==> src/rtl/pic_host_controller.sv <==
`default_nettype none
// ============================================================================
// pic_host_controller: bus initiator for an 8259 PIC (ICW init, OCW/status, INTA)
// Optional macro PIC_HOST_AUTO_EOI_EN: non-specific EOI after each INTA cycle.
// Revision: 1.0
// ============================================================================
module pic_host_controller #(
    parameter logic [7:0] ICW1         = 8'h11,
    parameter logic [7:0] ICW2         = 8'h08,
    parameter logic [7:0] ICW3         = 8'h3F,
    parameter logic [7:0] ICW4         = 8'h00,
    parameter int         PULSE_CYCLES = 2
) (
    input  logic       clk,
    input  logic       reset,
    input  logic       start_init,
    output logic       init_done,
    input  logic       cmd_valid,
    output logic       cmd_ready,
    input  logic       cmd_read,
    input  logic       cmd_a0,
    input  logic [7:0] cmd_data,
    output logic       rd_valid,
    output logic [7:0] rd_data,
    input  logic       INT_Flag,
    output logic       vector_valid,
    output logic [7:0] vector,
    output logic       chip_select,
    output logic       write_flag,
    output logic       read_flag,
    output logic       INTA,
    output logic       A0,
    output logic [7:0] data_out,
    output logic       data_oe,
    input  logic [7:0] data_in
);

    localparam int            CW         = (PULSE_CYCLES > 1) ? $clog2(PULSE_CYCLES) : 1;
    localparam logic [CW-1:0] c_CNT_LOAD = CW'(PULSE_CYCLES - 1);

    typedef enum logic [3:0] {
        S_IDLE, S_SETUP, S_STROBE, S_HOLD, S_GAP,
        S_INTA1, S_INTA_GAP, S_INTA2, S_DONE
    } state_t;

    state_t        r_state;
    logic [CW-1:0] r_cnt;
    logic [1:0]    r_idx;
    logic          r_in_init, r_init_pend, r_init_done, r_is_read;
    logic          r_cs, r_wr, r_rd, r_inta, r_a0, r_oe;
    logic [7:0]    r_dout, r_rd_data, r_vector;
    logic          r_rd_valid, r_vector_valid;

    logic          w_init_req, w_init_last;
    logic [1:0]    w_next_idx;

    function automatic logic [7:0] icw_word(input logic [1:0] idx);
        case (idx)
            2'd0:    icw_word = ICW1;
            2'd1:    icw_word = ICW2;
            2'd2:    icw_word = ICW3;
            default: icw_word = ICW4;
        endcase
    endfunction

    assign w_init_req = start_init | r_init_pend;

    // ICW3 only in cascade mode (SNGL=0), ICW4 only when IC4=1
    always_comb begin
        w_next_idx  = r_idx;
        w_init_last = 1'b1;
        case (r_idx)
            2'd0: begin
                w_next_idx  = 2'd1;
                w_init_last = 1'b0;
            end
            2'd1: begin
                if (!ICW1[1]) begin
                    w_next_idx  = 2'd2;
                    w_init_last = 1'b0;
                end else if (ICW1[0]) begin
                    w_next_idx  = 2'd3;
                    w_init_last = 1'b0;
                end
            end
            2'd2: begin
                if (ICW1[0]) begin
                    w_next_idx  = 2'd3;
                    w_init_last = 1'b0;
                end
            end
            default: ;
        endcase
    end

    always_ff @(posedge clk) begin
        if (reset) begin
            r_state        <= S_IDLE;
            r_cnt          <= '0;
            r_idx          <= 2'd0;
            r_in_init      <= 1'b0;
            r_init_pend    <= 1'b0;
            r_init_done    <= 1'b0;
            r_is_read      <= 1'b0;
            r_cs           <= 1'b1;
            r_wr           <= 1'b1;
            r_rd           <= 1'b1;
            r_inta         <= 1'b1;
            r_a0           <= 1'b0;
            r_oe           <= 1'b0;
            r_dout         <= 8'h00;
            r_rd_data      <= 8'h00;
            r_vector       <= 8'h00;
            r_rd_valid     <= 1'b0;
            r_vector_valid <= 1'b0;
        end else begin
            r_rd_valid     <= 1'b0;
            r_vector_valid <= 1'b0;
            if (start_init && r_state != S_IDLE)
                r_init_pend <= 1'b1;
            case (r_state)
                S_IDLE: begin
                    if (w_init_req) begin
                        r_init_pend <= 1'b0;
                        r_init_done <= 1'b0;
                        r_in_init   <= 1'b1;
                        r_idx       <= 2'd0;
                        r_is_read   <= 1'b0;
                        r_cs        <= 1'b0;
                        r_a0        <= 1'b0;
                        r_dout      <= ICW1;
                        r_oe        <= 1'b1;
                        r_state     <= S_SETUP;
                    end else if (INT_Flag && r_init_done) begin
                        r_inta  <= 1'b0;
                        r_cnt   <= c_CNT_LOAD;
                        r_state <= S_INTA1;
                    end else if (cmd_valid && r_init_done) begin
                        r_in_init <= 1'b0;
                        r_is_read <= cmd_read;
                        r_cs      <= 1'b0;
                        r_a0      <= cmd_a0;
                        r_dout    <= cmd_data;
                        r_oe      <= !cmd_read;
                        r_state   <= S_SETUP;
                    end
                end
                S_SETUP: begin
                    if (r_is_read) r_rd <= 1'b0;
                    else           r_wr <= 1'b0;
                    r_cnt   <= c_CNT_LOAD;
                    r_state <= S_STROBE;
                end
                S_STROBE: begin
                    if (r_cnt == '0) begin
                        r_wr <= 1'b1;
                        r_rd <= 1'b1;
                        if (r_is_read) begin
                            r_rd_data  <= data_in;
                            r_rd_valid <= 1'b1;
                        end
                        r_state <= S_HOLD;
                    end else begin
                        r_cnt <= r_cnt - CW'(1);
                    end
                end
                S_HOLD: begin
                    r_cs    <= 1'b1;
                    r_oe    <= 1'b0;
                    r_state <= S_GAP;
                end
                S_GAP: begin
                    // A newly requested init abandons the running sequence via IDLE
                    if (r_in_init && !w_init_last && !w_init_req) begin
                        r_idx   <= w_next_idx;
                        r_cs    <= 1'b0;
                        r_a0    <= 1'b1;
                        r_dout  <= icw_word(w_next_idx);
                        r_oe    <= 1'b1;
                        r_state <= S_SETUP;
                    end else begin
                        if (r_in_init && w_init_last)
                            r_init_done <= 1'b1;
                        r_in_init <= 1'b0;
                        r_state   <= S_IDLE;
                    end
                end
                S_INTA1: begin
                    if (r_cnt == '0) begin
                        r_inta  <= 1'b1;
                        r_cnt   <= c_CNT_LOAD;
                        r_state <= S_INTA_GAP;
                    end else begin
                        r_cnt <= r_cnt - CW'(1);
                    end
                end
                S_INTA_GAP: begin
                    if (r_cnt == '0) begin
                        r_inta  <= 1'b0;
                        r_cnt   <= c_CNT_LOAD;
                        r_state <= S_INTA2;
                    end else begin
                        r_cnt <= r_cnt - CW'(1);
                    end
                end
                S_INTA2: begin
                    if (r_cnt == '0) begin
                        r_inta         <= 1'b1;
                        r_vector       <= data_in;
                        r_vector_valid <= 1'b1;
                        r_state        <= S_DONE;
                    end else begin
                        r_cnt <= r_cnt - CW'(1);
                    end
                end
                S_DONE: begin
`ifdef PIC_HOST_AUTO_EOI_EN
                    r_in_init <= 1'b0;
                    r_is_read <= 1'b0;
                    r_cs      <= 1'b0;
                    r_a0      <= 1'b0;
                    r_dout    <= 8'h20;
                    r_oe      <= 1'b1;
                    r_state   <= S_SETUP;
`else
                    r_state   <= S_IDLE;
`endif
                end
                default: r_state <= S_IDLE;
            endcase
        end
    end

    assign cmd_ready    = (r_state == S_IDLE) && r_init_done && !INT_Flag && !w_init_req;
    assign init_done    = r_init_done;
    assign rd_valid     = r_rd_valid;
    assign rd_data      = r_rd_data;
    assign vector_valid = r_vector_valid;
    assign vector       = r_vector;
    assign chip_select  = r_cs;
    assign write_flag   = r_wr;
    assign read_flag    = r_rd;
    assign INTA         = r_inta;
    assign A0           = r_a0;
    assign data_out     = r_dout;
    assign data_oe      = r_oe;

endmodule
`default_nettype wire

==> config.mk <==
export PLATFORM = sky130hd
export DESIGN_NAME = pic_host_controller
export DESIGN_NICKNAME = d
export VERILOG_FILES = /design/src/rtl/pic_host_controller.sv
export SDC_FILE = /design/constraint.sdc
export NUM_CORES = 1
export LEC_CHECK = 0
export ABC_CLOCK_PERIOD_IN_PS = 1800
export BUFFER_PORTS_ARGS = -buffer_cell sky130_fd_sc_hd__buf_4
export CAP_MARGIN = 20
export CORE_ASPECT_RATIO = 1.25
export CORE_MARGIN = 2
export CORE_UTILIZATION = 30
export CTS_CLUSTER_DIAMETER = 200
export DETAILED_ROUTE_END_ITERATION = 8
export GPL_TIMING_DRIVEN = 0
export PLACE_DENSITY = 0.61
export SLEW_MARGIN = 20
export SYNTH_ARGS = -nofsm -noshare
export SYNTH_HDL_FRONTEND = slang
export SYNTH_SLANG_ARGS = --single-unit
==> constraint.sdc <==
create_clock -name clk -period 1.8 [get_ports clk]
set_input_delay 0.18 -clock clk [delete_from_list [all_inputs] [get_ports clk]]
set_output_delay 0.18 -clock clk [all_outputs]
set_load 0.01 [all_outputs]
== Yosys cells after proc, flatten, opt, wreduce, memory -nomap -nowiden ==
Cells that the tools add are included.

* Mux-type cells: 63
* $add $sub $neg: 1
* Equality and inequality tests: 28
* Reduce and logical (&&, ||, !) cells: 41
* Bitwise logic cells: 4

{| class="wikitable"
|+ Operators by type and width
! operator !! number
|-
| 1-bit 2-to-1 mux || 36
|-
| 8-bit 2-to-1 mux || 4
|-
| 4-bit one-hot mux with 8 select lines || 1
|-
| 4-bit 2-to-1 mux || 7
|-
| 2-bit inequality test (second input constant) || 14
|-
| 6-bit one-hot mux with 3 select lines || 1
|-
| 3-bit AND reduction || 6
|-
| 4-bit by 3-bit == test with 1-bit output (second input constant) || 4
|-
| 8-bit one-hot mux with 2 select lines || 1
|-
| 4-bit AND reduction || 4
|-
| 1-bit one-hot mux with 2 select lines || 5
|-
| 5-bit AND reduction || 2
|-
| 1-bit logical AND || 9
|-
| 1-bit one-hot mux with 3 select lines || 3
|-
| 4-bit by 2-bit == test with 1-bit output (second input constant) || 2
|-
| 4-bit nonzero test || 2
|-
| 2-bit OR reduction || 4
|-
| 3-bit inequality test (second input constant) || 2
|-
| 2-bit one-hot mux with 3 select lines || 1
|-
| 2-bit nonzero test || 3
|-
| 3-bit nonzero test || 2
|-
| 3-bit OR reduction || 2
|-
| 2-bit by 1-bit == test with 1-bit output (second input constant) || 2
|-
| 2-bit == test (second input constant) || 2
|-
| 12 further kinds || 18
|}

* Output and inout port bits: 34
* Bits of input ports: 23
* Word-level logic and storage cells: 155
* Register bits after elaboration: 43

== Logic depth before layout (Yosys ltp) ==
* Depth after elaboration: 7
* Gate-level depth with buffers: 6
* Mapped depth without buffers: 4

== Least setup slack after synthesis ==
No wires, ideal clock.

* Kind: register to register
* Start point: register r_state[3]
* End point: register r_a0, in the netlist A0
* Stages on the path, launching flop included: 6
* Slack: 0.199 ns
* Arrival time: 1.467 ns
* Library setup time: 0.134 ns
* Required time: 1.666 ns
* Path through: dfxtp_1 buf_6 or4_4 a21o_1 nand2_1 a211oi_1

* Word-level cells in the longest chain between the ends: 3
* Elaborated cells on any way between the ends: 8
* Classes of those cells: eq/ne (4); mux (1); reduce/logical (3)

{| class="wikitable"
|+ RTL lines
! element !! line !! RTL
|-
| from (decl) || 46 || <nowiki>state_t r_state;</nowiki>
|-
| from (signal assigned) || 98 || <nowiki>r_state <= S_IDLE;</nowiki>
|-
| from (signal assigned) || 133 || <nowiki>r_state <= S_SETUP;</nowiki>
|-
| from (signal assigned) || 137 || <nowiki>r_state <= S_INTA1;</nowiki>
|-
| 4-bit by 3-bit == test with 1-bit output or 4-bit zero test (tied branches) || 121 || <nowiki>case (r_state)</nowiki>
|-
| 2-bit inequality test (no source line), or another cell as far along || n/a ||
|-
| 4-bit AND reduction (no source line) || n/a ||
|-
| to (signal assigned) || 142 || <nowiki>r_a0 <= cmd_a0;</nowiki>
|-
| to (decl) || 50 || <nowiki>logic r_cs, r_wr, r_rd, r_inta, r_a0, r_oe;</nowiki>
|}

Parallel ways exist; a longest one is shown, timed or not.
A chain may end at the register's enable or synchronous reset.

== Worst setup path in the final report ==
* Start point: register r_state[0]
* End point: output port cmd_ready

* Word-level cells in the longest chain between the ends: 4

{| class="wikitable"
|+ RTL lines
! element !! line !! RTL
|-
| 4-bit zero test || 234 || <nowiki>assign cmd_ready = (r_state == S_IDLE) && r_init_done && !INT_Flag && !w_init_req;</nowiki>
|-
| 1-bit logical AND (3 in series) || 234 ||
|-
| to (decl) || 19 || <nowiki>output logic cmd_ready,</nowiki>
|}

No other way between the ends.

==> results.sh <==
export IMPL_outcome="finished with violations"
export IMPL_violations="negative setup slack"
export IMPL_cts_hold_buffers=0
export IMPL_synth_cell_type_count=45
export IMPL_n_antenna_cell=0
export IMPL_htreeDepth=2
export IMPL_finalCritPeriodShare=1.05
export IMPL_ios=57
export IMPL_grt_setup_unrepaired="yes"
export IMPL_first_iter_violations=118
export IMPL_clkSinkCount=43
export IMPL_placed_area_mm2=0.00252
export IMPL_root_buffer="clkbuf_8"
export IMPL_power_density_mw_per_mm2=1250
export IMPL_synth_top_family_by_area="simple AND/OR/NAND/NOR gates"
export IMPL_place_ws_ns=-0.0592
export IMPL_dp_cells=366
export IMPL_slowest_delay_ns=0.53
export IMPL_p_total_w=0.00348
export IMPL_grt_usage=0.152
export IMPL_numCtsBuffers=5
export IMPL_globalRouteMet2Util=0.276
export IMPL_hp_class="in2reg"
export IMPL_place_congestion=0.846
export IMPL_ys_ff_latch=43
export IMPL_syn_area_mm2=0.00200
export IMPL_cp_end_kind="output pin"
export IMPL_synthSimpleGateAreaFrac=0.249
export IMPL_fin_area_mm2=0.00278
export IMPL_fp_dieW_um=77.0
export IMPL_grt_pass1_wl_um=8970
export IMPL_ys_async_sr_fraction=0
export IMPL_core_mm2=0.00652
export IMPL_dp_hpwl_um=3930
export IMPL_vias=1953
export IMPL_power_leakage_nw=1.17
export IMPL_layout_nets=315
export IMPL_clkTransAtPathRegs_ns=0.09
export IMPL_syn2layout_area_growth_pct=38.9
export IMPL_cp_start_kind="register"
export IMPL_netlist_instances=224
export IMPL_cts_tree="built"
export IMPL_synth_compound_area_frac=0.164
export IMPL_die_h_um=95.3
export IMPL_drive_gt1_frac=0.328
export IMPL_final_cells=380
export IMPL_clock_skew_ns=0.00769
export IMPL_grt_max_degree=15
export IMPL_detail_route_antenna_nets=0
export IMPL_synth_xor_area_share=0
export IMPL_slowest_stage="or4_4"
export IMPL_syn_area_per_cell_um2=8.93
export IMPL_antenna_found_initial=0
export IMPL_synthFlopType="dfxtp_1"
export IMPL_met3_usage=0.0379
export IMPL_hold_slack_ns=0.113
export IMPL_cp_max_fo=3
export IMPL_synth_mux_area_frac=0.106
export IMPL_busiest_layer="met2"
export IMPL_dr_pass1_iters=4
export IMPL_grt_overflow=0
export IMPL_worstSkewPairLatency_ns=0.30
export IMPL_drv_cap=0
export IMPL_mostFrequentLayoutCells="buf_4, dfxtp_1, nor2_1"
export IMPL_drv_slew=0
export IMPL_worst_pin_slew_ns=0.587
export IMPL_clock_path_buffers=2
export IMPL_crit_buf_inv=2
export IMPL_start_util=0.306
export IMPL_hold_viol=0
export IMPL_crit_family="simple AND/OR/NAND/NOR gates"
export IMPL_period_needed_ns=1.88
export IMPL_layout_commonest_cell="buf_4"
export IMPL_gr_usage_met1=0.181
export IMPL_setup_slack_ns=-0.0825
export IMPL_path_cells="buf_6 -> or4_4 -> nor4b_4 -> buf_4"
export IMPL_ys_seq_area_frac=0.431
export IMPL_row_count=33
export IMPL_wirelength_um=5650
export IMPL_synth_edf_count=0
export IMPL_crit_type="reg2out"
export IMPL_dieArea_mm2=0.00734
export IMPL_drcViolationCount=0
export IMPL_yosys_warnings=0
export IMPL_fmax_ghz=0.531
export IMPL_io_buffer_count=55
export IMPL_synth_adder_area_share=0
export IMPL_finalSetupViolCount=1
export IMPL_required_ns=1.62
export IMPL_crit_arrival_ns=1.70
export IMPL_via_per_inst=5.14
export IMPL_syn_nets=247
export IMPL_grt_pass1_vias=1868
export IMPL_ir_drop_mv=0.583
export IMPL_max_slew_margin_rel=0.609
export IMPL_drt_wirelength_per_cell_um=14.9
## power by group
group / leakage (nW) / internal, W / switching (W)
sequential: 0.351 / 0.00111 / 0.0000994
clock: 0.0581 / 0.000413 / 0.000352
combinational: 0.760 / 0.000674 / 0.000829
## tightest hold or removal path, cell delays in order
cell,delay [ns]
buf_4,0.08
mux2i_1,0.05
nor2_1,0.07
## timing repair
action / CTS / global route
gates resized for setup: 6 / 20
setup endpoints to repair: 11 / 20
cloned: 0 / 1
pin swaps: 2 / 4
setup buffers: 4 / 1
## cells in the mapped netlist (all sizes together) (3+ instances only)
cell type  count  share of area
a211oi         6          0.023
a21oi         14          0.041
a31oi          7          0.022
buf            8          0.023
clkbuf        11          0.021
dfxtp         43           0.43
inv            4         0.0075
mux2i         20           0.10
nand2         12          0.023
nand2b         7          0.022
nand3          7          0.018
nand4          3         0.0094
nor2          28          0.053
nor2b          3         0.0094
nor3          14          0.041
nor4           4          0.013
o21ai          4          0.010
## layer usage
metal	up-vias	share of wire
met5	-	0
met4	0	0.0092
met3	7	0.062
met2	67	0.50
met1	927	0.43
li1	952	-
## through the flow
stage                     utilization  setup TNS [ns]
final                           0.426         -0.0825
after global routing            0.426          -0.165
after CTS                       0.410          -0.577
after detailed placement        0.386          -0.266
after global placement          0.386          -0.125
after floorplan                     -               0
## kinds of logic after synthesis
| family | count (synthesis) |
|---|---|
| AND/OR/NAND/NOR | 90 |
| AO/OA/AOI/OAI | 47 |
| flip-flops | 43 |
| buffers and inverters | 23 |
| multiplexers | 21 |
## worst paths after layout
path | from | end | slack, ns | cells past startpoint
worst max register to register | r_state[0] | data_out[4] | 0.05 | 6
worst min-delay path | data_in[6] | rd_data[6] | 0.11 | 3
worst min register to register | read_flag | read_flag | 0.46 | 2
worst max-delay path | r_state[0] | cmd_ready | -0.08 | 4
## flip-flops by register name (all words and copies together), names as in the netlist, 2 cells and up
| name | flops |
|---|---|
| data_out | 8 |
| r_idx | 2 |
| r_state | 4 |
| rd_data | 8 |
| vector | 8 |
## final cells by class
cell class	count	area [µm²]
buffer	19	109
clock buffer	5	68.8
clock inverter	3	43.8
fill	703	3750
inverter	4	15.0
multi-input combinational	159	1110
sequential	43	863
tap	87	109
timing repair buffer	60	463
Note: power is estimated with default switching activity, not from simulation.
